==> config.mk <==
export PLATFORM = sky130hd
export DESIGN_NAME = unidad_logico_aritmetica_secuencial
export DESIGN_NICKNAME = d
export VERILOG_FILES = /design/src/rtl/alu_pkg.sv /design/src/rtl/multiplicador_secuencial.sv /design/src/rtl/unidad_logico_aritmetica_secuencial.sv
export SDC_FILE = /design/constraint.sdc
export NUM_CORES = 1
export LEC_CHECK = 0
export CAP_MARGIN = 20
export CORE_MARGIN = 2
export CORE_UTILIZATION = 40
export CTS_BUF_LIST = sky130_fd_sc_hd__clkbuf_4
export CTS_CLUSTER_DIAMETER = 200
export DETAILED_ROUTE_END_ITERATION = 8
export MAX_ROUTING_LAYER = met4
export SLEW_MARGIN = 20
export SYNTH_ARGS = -nofsm -noshare
export SYNTH_HDL_FRONTEND = slang
export SYNTH_HIERARCHICAL = 1
export SYNTH_SLANG_ARGS = --single-unit
==> constraint.sdc <==
create_clock -name clk -period 4.9 [get_ports clk]
set_clock_uncertainty 0.1 [all_clocks]
set_input_delay 0.735 -clock clk [delete_from_list [all_inputs] [get_ports clk]]
set_output_delay 0.735 -clock clk [all_outputs]
set_load 0.03 [all_outputs]
==> src/rtl/alu_pkg.sv <==
// Shared types for the sequential ALU: opcodes, flag bundle and control states.
package alu_pkg;

   typedef enum logic [3:0] {
      OP_AND = 4'b0000,
      OP_OR  = 4'b0001,
      OP_XOR = 4'b0010,
      OP_NOT = 4'b0011,
      OP_SRL = 4'b0100,
      OP_SLL = 4'b0101,
      OP_SRA = 4'b0110,
      OP_ROR = 4'b0111,
      OP_ADD = 4'b1000,
      OP_SUB = 4'b1001,
      OP_ADC = 4'b1010,
      OP_SBC = 4'b1011,
      OP_MUL = 4'b1100
   } alu_op_e;

   typedef struct packed {
      logic n;
      logic z;
      logic v;
      logic c;
   } alu_flags_t;

   typedef enum logic [1:0] {
      IDLE,
      MUL,
      DONE
   } estado_e;

   // A zero result is held after reset, so Z starts set.
   localparam alu_flags_t FLAGS_RESET = '{n: 1'b0, z: 1'b1, v: 1'b0, c: 1'b0};

endpackage

==> src/rtl/multiplicador_secuencial.sv <==
// Iterative shift-add unsigned multiplier, one partial product per cycle.
module multiplicador_secuencial #(
   parameter int N = 8
) (
   input  logic           clk,
   input  logic           rst_n,
   input  logic           start,
   input  logic [N-1:0]   a,
   input  logic [N-1:0]   b,
   output logic           busy,
   output logic           done,
   output logic [2*N-1:0] producto
);

   localparam int CNT_W = $clog2(N);
   localparam logic [CNT_W-1:0] LAST = CNT_W'(N - 1);

   logic [2*N-1:0] mcand;
   logic [2*N-1:0] acc;
   logic [2*N-1:0] acc_next;
   logic [N-1:0]   mplr;
   logic [CNT_W-1:0] cnt;

   // Accumulator after the step taken this cycle; on the last step this is the
   // full product, so the consumer can capture it on the same edge.
   always_comb begin
      acc_next = acc + (mplr[0] ? mcand : '0);
   end

   assign done     = busy && (cnt == LAST);
   assign producto = acc_next;

   // Operand latch on start, then one shift-add step per cycle for N cycles.
   always_ff @(posedge clk or negedge rst_n) begin
      if (!rst_n) begin
         mcand <= '0;
         mplr  <= '0;
         acc   <= '0;
         cnt   <= '0;
         busy  <= 1'b0;
      end else if (start) begin
         mcand <= {{N{1'b0}}, a};
         mplr  <= b;
         acc   <= '0;
         cnt   <= '0;
         busy  <= 1'b1;
      end else if (busy) begin
         acc   <= acc_next;
         mcand <= mcand << 1;
         mplr  <= mplr >> 1;
         if (cnt == LAST) begin
            busy <= 1'b0;
         end else begin
            cnt <= cnt + 1'b1;
         end
      end
   end

endmodule

==> src/rtl/unidad_logico_aritmetica_secuencial.sv <==
// Registered ALU with valid/ready handshakes, stored carry and iterative MUL.
//
// state | meaning
// IDLE  | ready for an operation; non-MUL ops complete on accept
// MUL   | multiplier stepping, one partial product per cycle
// DONE  | result and flags held until the consumer takes them
module unidad_logico_aritmetica_secuencial
   import alu_pkg::*;
#(
   parameter int N = 8
) (
   input  logic         clk,
   input  logic         rst_n,
   input  logic         in_valid,
   output logic         in_ready,
   input  logic [N-1:0] operador1,
   input  logic [N-1:0] operador2,
   input  logic [3:0]   ALUControl,
   output logic         out_valid,
   input  logic         out_ready,
   output logic [N-1:0] resultadoFinal,
   output logic         flagNegativo,
   output logic         flagCero,
   output logic         flagOverflow,
   output logic         flagCarry,
   output logic         opInvalido
);

   localparam int SHAMT_W = $clog2(N) + 1;
   localparam logic [SHAMT_W-1:0] N_SH = SHAMT_W'(N);
   localparam logic [N-1:0]       N_OP = N[N-1:0];

   estado_e state, state_next;

   logic [N-1:0]   res_q;
   alu_flags_t     flags_q;
   logic           inv_q;

   logic           accept;
   logic           is_mul;
   logic           mul_busy;
   logic           mul_done;
   logic [2*N-1:0] producto;

   logic [SHAMT_W-1:0] amt;
   logic [SHAMT_W-1:0] rot;
   logic [N-1:0]       b_op;
   logic               cin;
   logic [N:0]         sum;
   logic               arith_v;
   logic [N-1:0]       alu_res;
   logic               alu_v;
   logic               alu_c;
   logic               alu_inv;

   assign accept = in_valid && in_ready;
   assign is_mul = (ALUControl == OP_MUL);

   multiplicador_secuencial #(.N(N)) u_mul (
      .clk      (clk),
      .rst_n    (rst_n),
      .start    (accept && is_mul),
      .a        (operador1),
      .b        (operador2),
      .busy     (mul_busy),
      .done     (mul_done),
      .producto (producto)
   );

   // Shared adder: opcode bit 0 selects subtraction (invert B), bit 1 takes
   // the carry-in from the stored carry flag instead of the fixed value.
   always_comb begin
      b_op    = ALUControl[0] ? ~operador2 : operador2;
      cin     = ALUControl[1] ? flags_q.c : ALUControl[0];
      sum     = {1'b0, operador1} + {1'b0, b_op} + {{N{1'b0}}, cin};
      arith_v = (operador1[N-1] == b_op[N-1]) && (sum[N-1] != operador1[N-1]);
      amt     = (operador2 > N_OP) ? N_SH : operador2[SHAMT_W-1:0];
      rot     = SHAMT_W'(operador2 % N_OP);
   end

   // Single-cycle result and carry/overflow for every non-MUL opcode.
   always_comb begin
      alu_res = '0;
      alu_v   = 1'b0;
      alu_c   = 1'b0;
      alu_inv = 1'b0;
      case (ALUControl)
         OP_AND: alu_res = operador1 & operador2;
         OP_OR:  alu_res = operador1 | operador2;
         OP_XOR: alu_res = operador1 ^ operador2;
         OP_NOT: alu_res = ~operador1;
         OP_SRL: alu_res = operador1 >> amt;
         OP_SLL: alu_res = operador1 << amt;
         OP_SRA: alu_res = $unsigned($signed(operador1) >>> amt);
         OP_ROR: alu_res = (operador1 >> rot) | (operador1 << (N_SH - rot));
         OP_ADD, OP_SUB, OP_ADC, OP_SBC: begin
            alu_res = sum[N-1:0];
            alu_c   = sum[N];
            alu_v   = arith_v;
         end
         OP_MUL: alu_res = '0;
         default: alu_inv = 1'b1;
      endcase
   end

   // State register.
   always_ff @(posedge clk or negedge rst_n) begin
      if (!rst_n) begin
         state <= IDLE;
      end else begin
         state <= state_next;
      end
   end

   // Next-state logic.
   always_comb begin
      state_next = state;
      case (state)
         IDLE: if (accept) state_next = is_mul ? MUL : DONE;
         MUL:  if (mul_done) state_next = DONE;
         DONE: if (out_ready) state_next = IDLE;
         default: state_next = IDLE;
      endcase
   end

   // Handshake outputs.
   always_comb begin
      in_ready  = (state == IDLE) && !mul_busy;
      out_valid = (state == DONE);
   end

   // Result/flag register; also the stored carry read back by ADC/SBC.
   always_ff @(posedge clk or negedge rst_n) begin
      if (!rst_n) begin
         res_q   <= '0;
         flags_q <= FLAGS_RESET;
         inv_q   <= 1'b0;
      end else if (accept && !is_mul) begin
         res_q     <= alu_res;
         flags_q.n <= alu_res[N-1];
         flags_q.z <= (alu_res == '0);
         flags_q.v <= alu_v;
         flags_q.c <= alu_c;
         inv_q     <= alu_inv;
      end else if (state == MUL && mul_done) begin
         res_q     <= producto[N-1:0];
         flags_q.n <= producto[N-1];
         flags_q.z <= (producto[N-1:0] == '0);
         flags_q.v <= |producto[2*N-1:N];
         flags_q.c <= 1'b0;
         inv_q     <= 1'b0;
      end
   end

   assign resultadoFinal = res_q;
   assign flagNegativo   = flags_q.n;
   assign flagCero       = flags_q.z;
   assign flagOverflow   = flags_q.v;
   assign flagCarry      = flags_q.c;
   assign opInvalido     = inv_q;

endmodule
==> impl_metrics.env <==
export IMPL_status="completed"
export IMPL_place_ws_ns=0.671
export IMPL_coreArea_sq_um=15100
export IMPL_antenna_found_initial=1
export IMPL_required_ns=5.14
export IMPL_tightestPinTransition_ns=0.719
export IMPL_peakVddDrop_mv=0.242
export IMPL_wl_met1_microns=9150
export IMPL_path_clk_slew_ns=0.12
export IMPL_grt_max_degree=51
export IMPL_die_height_microns=128
export IMPL_yosys_area_share_adder_pct=9.55
export IMPL_drtIter0Drc=586
export IMPL_synth_top_family_by_area="compound AO/OA/AOI/OAI gates"
export IMPL_cellLeakagePower_uw=0.00289
export IMPL_slew_headroom_pct=51.4
export IMPL_hold_violations=0
export IMPL_grt_pass1_vias=5879
export IMPL_period_needed_ns=3.85
export IMPL_layout_drive_gt1_share_pct=10.6
export IMPL_overflow=0
export IMPL_routabilityCongestion=0.970
export IMPL_synth_xor_area_share_pct=3.85
export IMPL_synth_distinct_cells=85
export IMPL_io_pins=39
export IMPL_synthFlopType="dfrtp_1"
export IMPL_post_cts_resized=0
export IMPL_fmax_ghz=0.260
export IMPL_area_growth_pct=12.4
export IMPL_synth_warnings=6
export IMPL_die_area_sq_um=16300
export IMPL_post_cts_buffers=0
export IMPL_cp_arrival_ns=4.10
export IMPL_avgSynthCellArea_sq_um=8.30
export IMPL_critPathKind="register to register"
export IMPL_drc=0
export IMPL_firstDrtPassIters=5
export IMPL_die_width_microns=128
export IMPL_cts_buffers=9
export IMPL_post_route_util_pct=45.7
export IMPL_portBuffers=38
export IMPL_path_cells="and2_1, ha_1, fa_1, a21o_1, a221o_2, a41o_1, or3_1, and2_2, or4_1, nor2_1, a21oi_1, o22a_1"
export IMPL_yosys_area_share_simple_pct=21.0
export IMPL_synthesis_nets=808
export IMPL_synthMuxAreaShare_pct=13.1
export IMPL_timing_final_ws_setup_ns=1.05
export IMPL_synth_edf_count=0
export IMPL_wl_met2_microns=8940
export IMPL_yosysSeqAreaShare_pct=23.7
export IMPL_path_max_fanout=17
export IMPL_setup_viol_count_final=0
export IMPL_h_tree_depth=3
export IMPL_hold_buffers=0
export IMPL_clock_sinks=58
export IMPL_fin_crit_sh_pct=78.6
export IMPL_power_density_nw_per_um2=479
export IMPL_synth_compound_area_share_pct=22.4
export IMPL_fill_cells=1505
export IMPL_fin_nets=826
export IMPL_final_max_slew_viol_count=0
export IMPL_synthArstFlopShare_pct=100
export IMPL_hp_class="primary input to async pin"
export IMPL_drt_wirelength_per_cell_microns=21.3
export IMPL_vias_per_cell=6.33
export IMPL_dp_hpwl_microns=15300
export IMPL_totalWireLength_microns=20200
export IMPL_cts_tree="yes"
export IMPL_cap_violations=0
export IMPL_track_usage_pct=26.3
export IMPL_cts_root_buffer="clkbuf_4"
export IMPL_clk_path_buf_depth=2
export IMPL_wl_met3_microns=1300
export IMPL_grt_pass1_wl_microns=32700
export IMPL_finalSetupTns_ns=0
export IMPL_syn_area_sq_um=6130
export IMPL_routed_top_layer="met4"
export IMPL_final_cell_mix="nand2_1, nor2_1, dfrtp_1"
export IMPL_via_count=6021
export IMPL_power_uw=3300
export IMPL_crit_path_max_incr_delay_ns=0.56
export IMPL_mostFrequentLayoutCell="nand2_1"
export IMPL_rows=45
export IMPL_rsz0062_at_grt="false"
export IMPL_synth_cells=739
export IMPL_startpoint_type="register"
export IMPL_start_util_pct=40.7
export IMPL_end_kind="register"
export IMPL_clk_insertion_delay_late_ns=0.44
export IMPL_antenna_left=0
export IMPL_crit_slowest_cell="dfrtp_1"
export IMPL_ys_ff_latch=58
==> cell families (layout without fill, tap and decap cells) <==
logic type | count (synthesis) | after routing
xor+xnor | 27 | 27
compound gates | 200 | 200
flops | 58 | 58
other cells | 0 | 1
mux | 66 | 66
fa+ha+maj | 45 | 45
simple gates | 251 | 251
buf+inv | 92 | 115
==> final cells by class <==
class | count | area [sq um] | share of cell area [%]
timing repair buffer | 64 | 571 | 8.28
tap | 188 | 235 | 3.41
inverter | 35 | 131 | 1.91
clock inverter | 7 | 141 | 2.05
multi-input combinational | 589 | 4290 | 62.3
antenna | 1 | 2.50 | 0.0363
sequential | 58 | 1450 | 21.1
clock buffer | 9 | 67.6 | 0.980
==> cell usage after synthesis (all sizes together), types with 17 or more instances <==
cell type	n	area [sq um]
nand2	66	248
nor2	61	244
dfrtp	57	1430
mux2i	52	521
a21oi	47	246
o21ai	45	229
ha	42	526
clkbuf	33	124
inv	33	124
buf	24	141
nor3	20	123
and2	19	120
nand2b	18	113
nand3	18	90.1
xor2	17	149
==> stage by stage <==
stage | hold WS [ns] | instances | cell area (sq um)
after floorplan | 0.339 | 739 | 6130
after global placement | 0.370 | 934 | 6680
after detailed placement | 0.379 | 934 | 6680
after CTS | 0.164 | 950 | 6890
after global routing | 0.193 | 951 | 6890
final | 0.158 | 951 | 6890
==> routing by layer <==
metal  GRT usage, %  up-vias
met5              -        -
met4           11.3        0
met3           4.34       58
met2           39.2      258
met1           35.3     2962
li1               -     2743
==> path summary, 6_finish.rpt <==
path	start	end	slack, ns	cells past startpoint
worst max-delay path	u_mul/mplr[0]	flagOverflow	1.05	12
worst min-delay path	rst_n	u_mul/acc[8]	0.16	1
worst min register to register	u_mul/acc[12]	u_mul/acc[12]	0.41	2
max in group asynchronous	rst_n	flagCero	3.66	2
worst max register to register	u_mul/mplr[0]	flagOverflow	1.05	12
min in group clk	u_mul/acc[12]	u_mul/acc[12]	0.41	2
==> power by group <==
| group | internal, uW | leakage (uW) | switching [uW] |
|---|---|---|---|
| combinational | 792 | 0.00207 | 1120 |
| sequential | 701 | 0.000715 | 166 |
| clock | 309 | 0.000106 | 208 |
==> critical path: cells and delay by family, from the launching register on <==
family	cells	cell delay (ns)
and+or+nand+nor	5	1.31
AOI/OAI and AO/OA	5	1.17
adders and majority gates	2	0.63
DFF	1	0.56
==> flip-flops by register name, indices dropped and copies added (netlist names), 2 cells and up <==
signal / count
u_mul/acc: 16
u_mul/cnt: 3
u_mul/mplr: 8
state: 2
u_mul/mcand: 16
resultadoFinal: 8
Power figures use the tool's default switching activity.
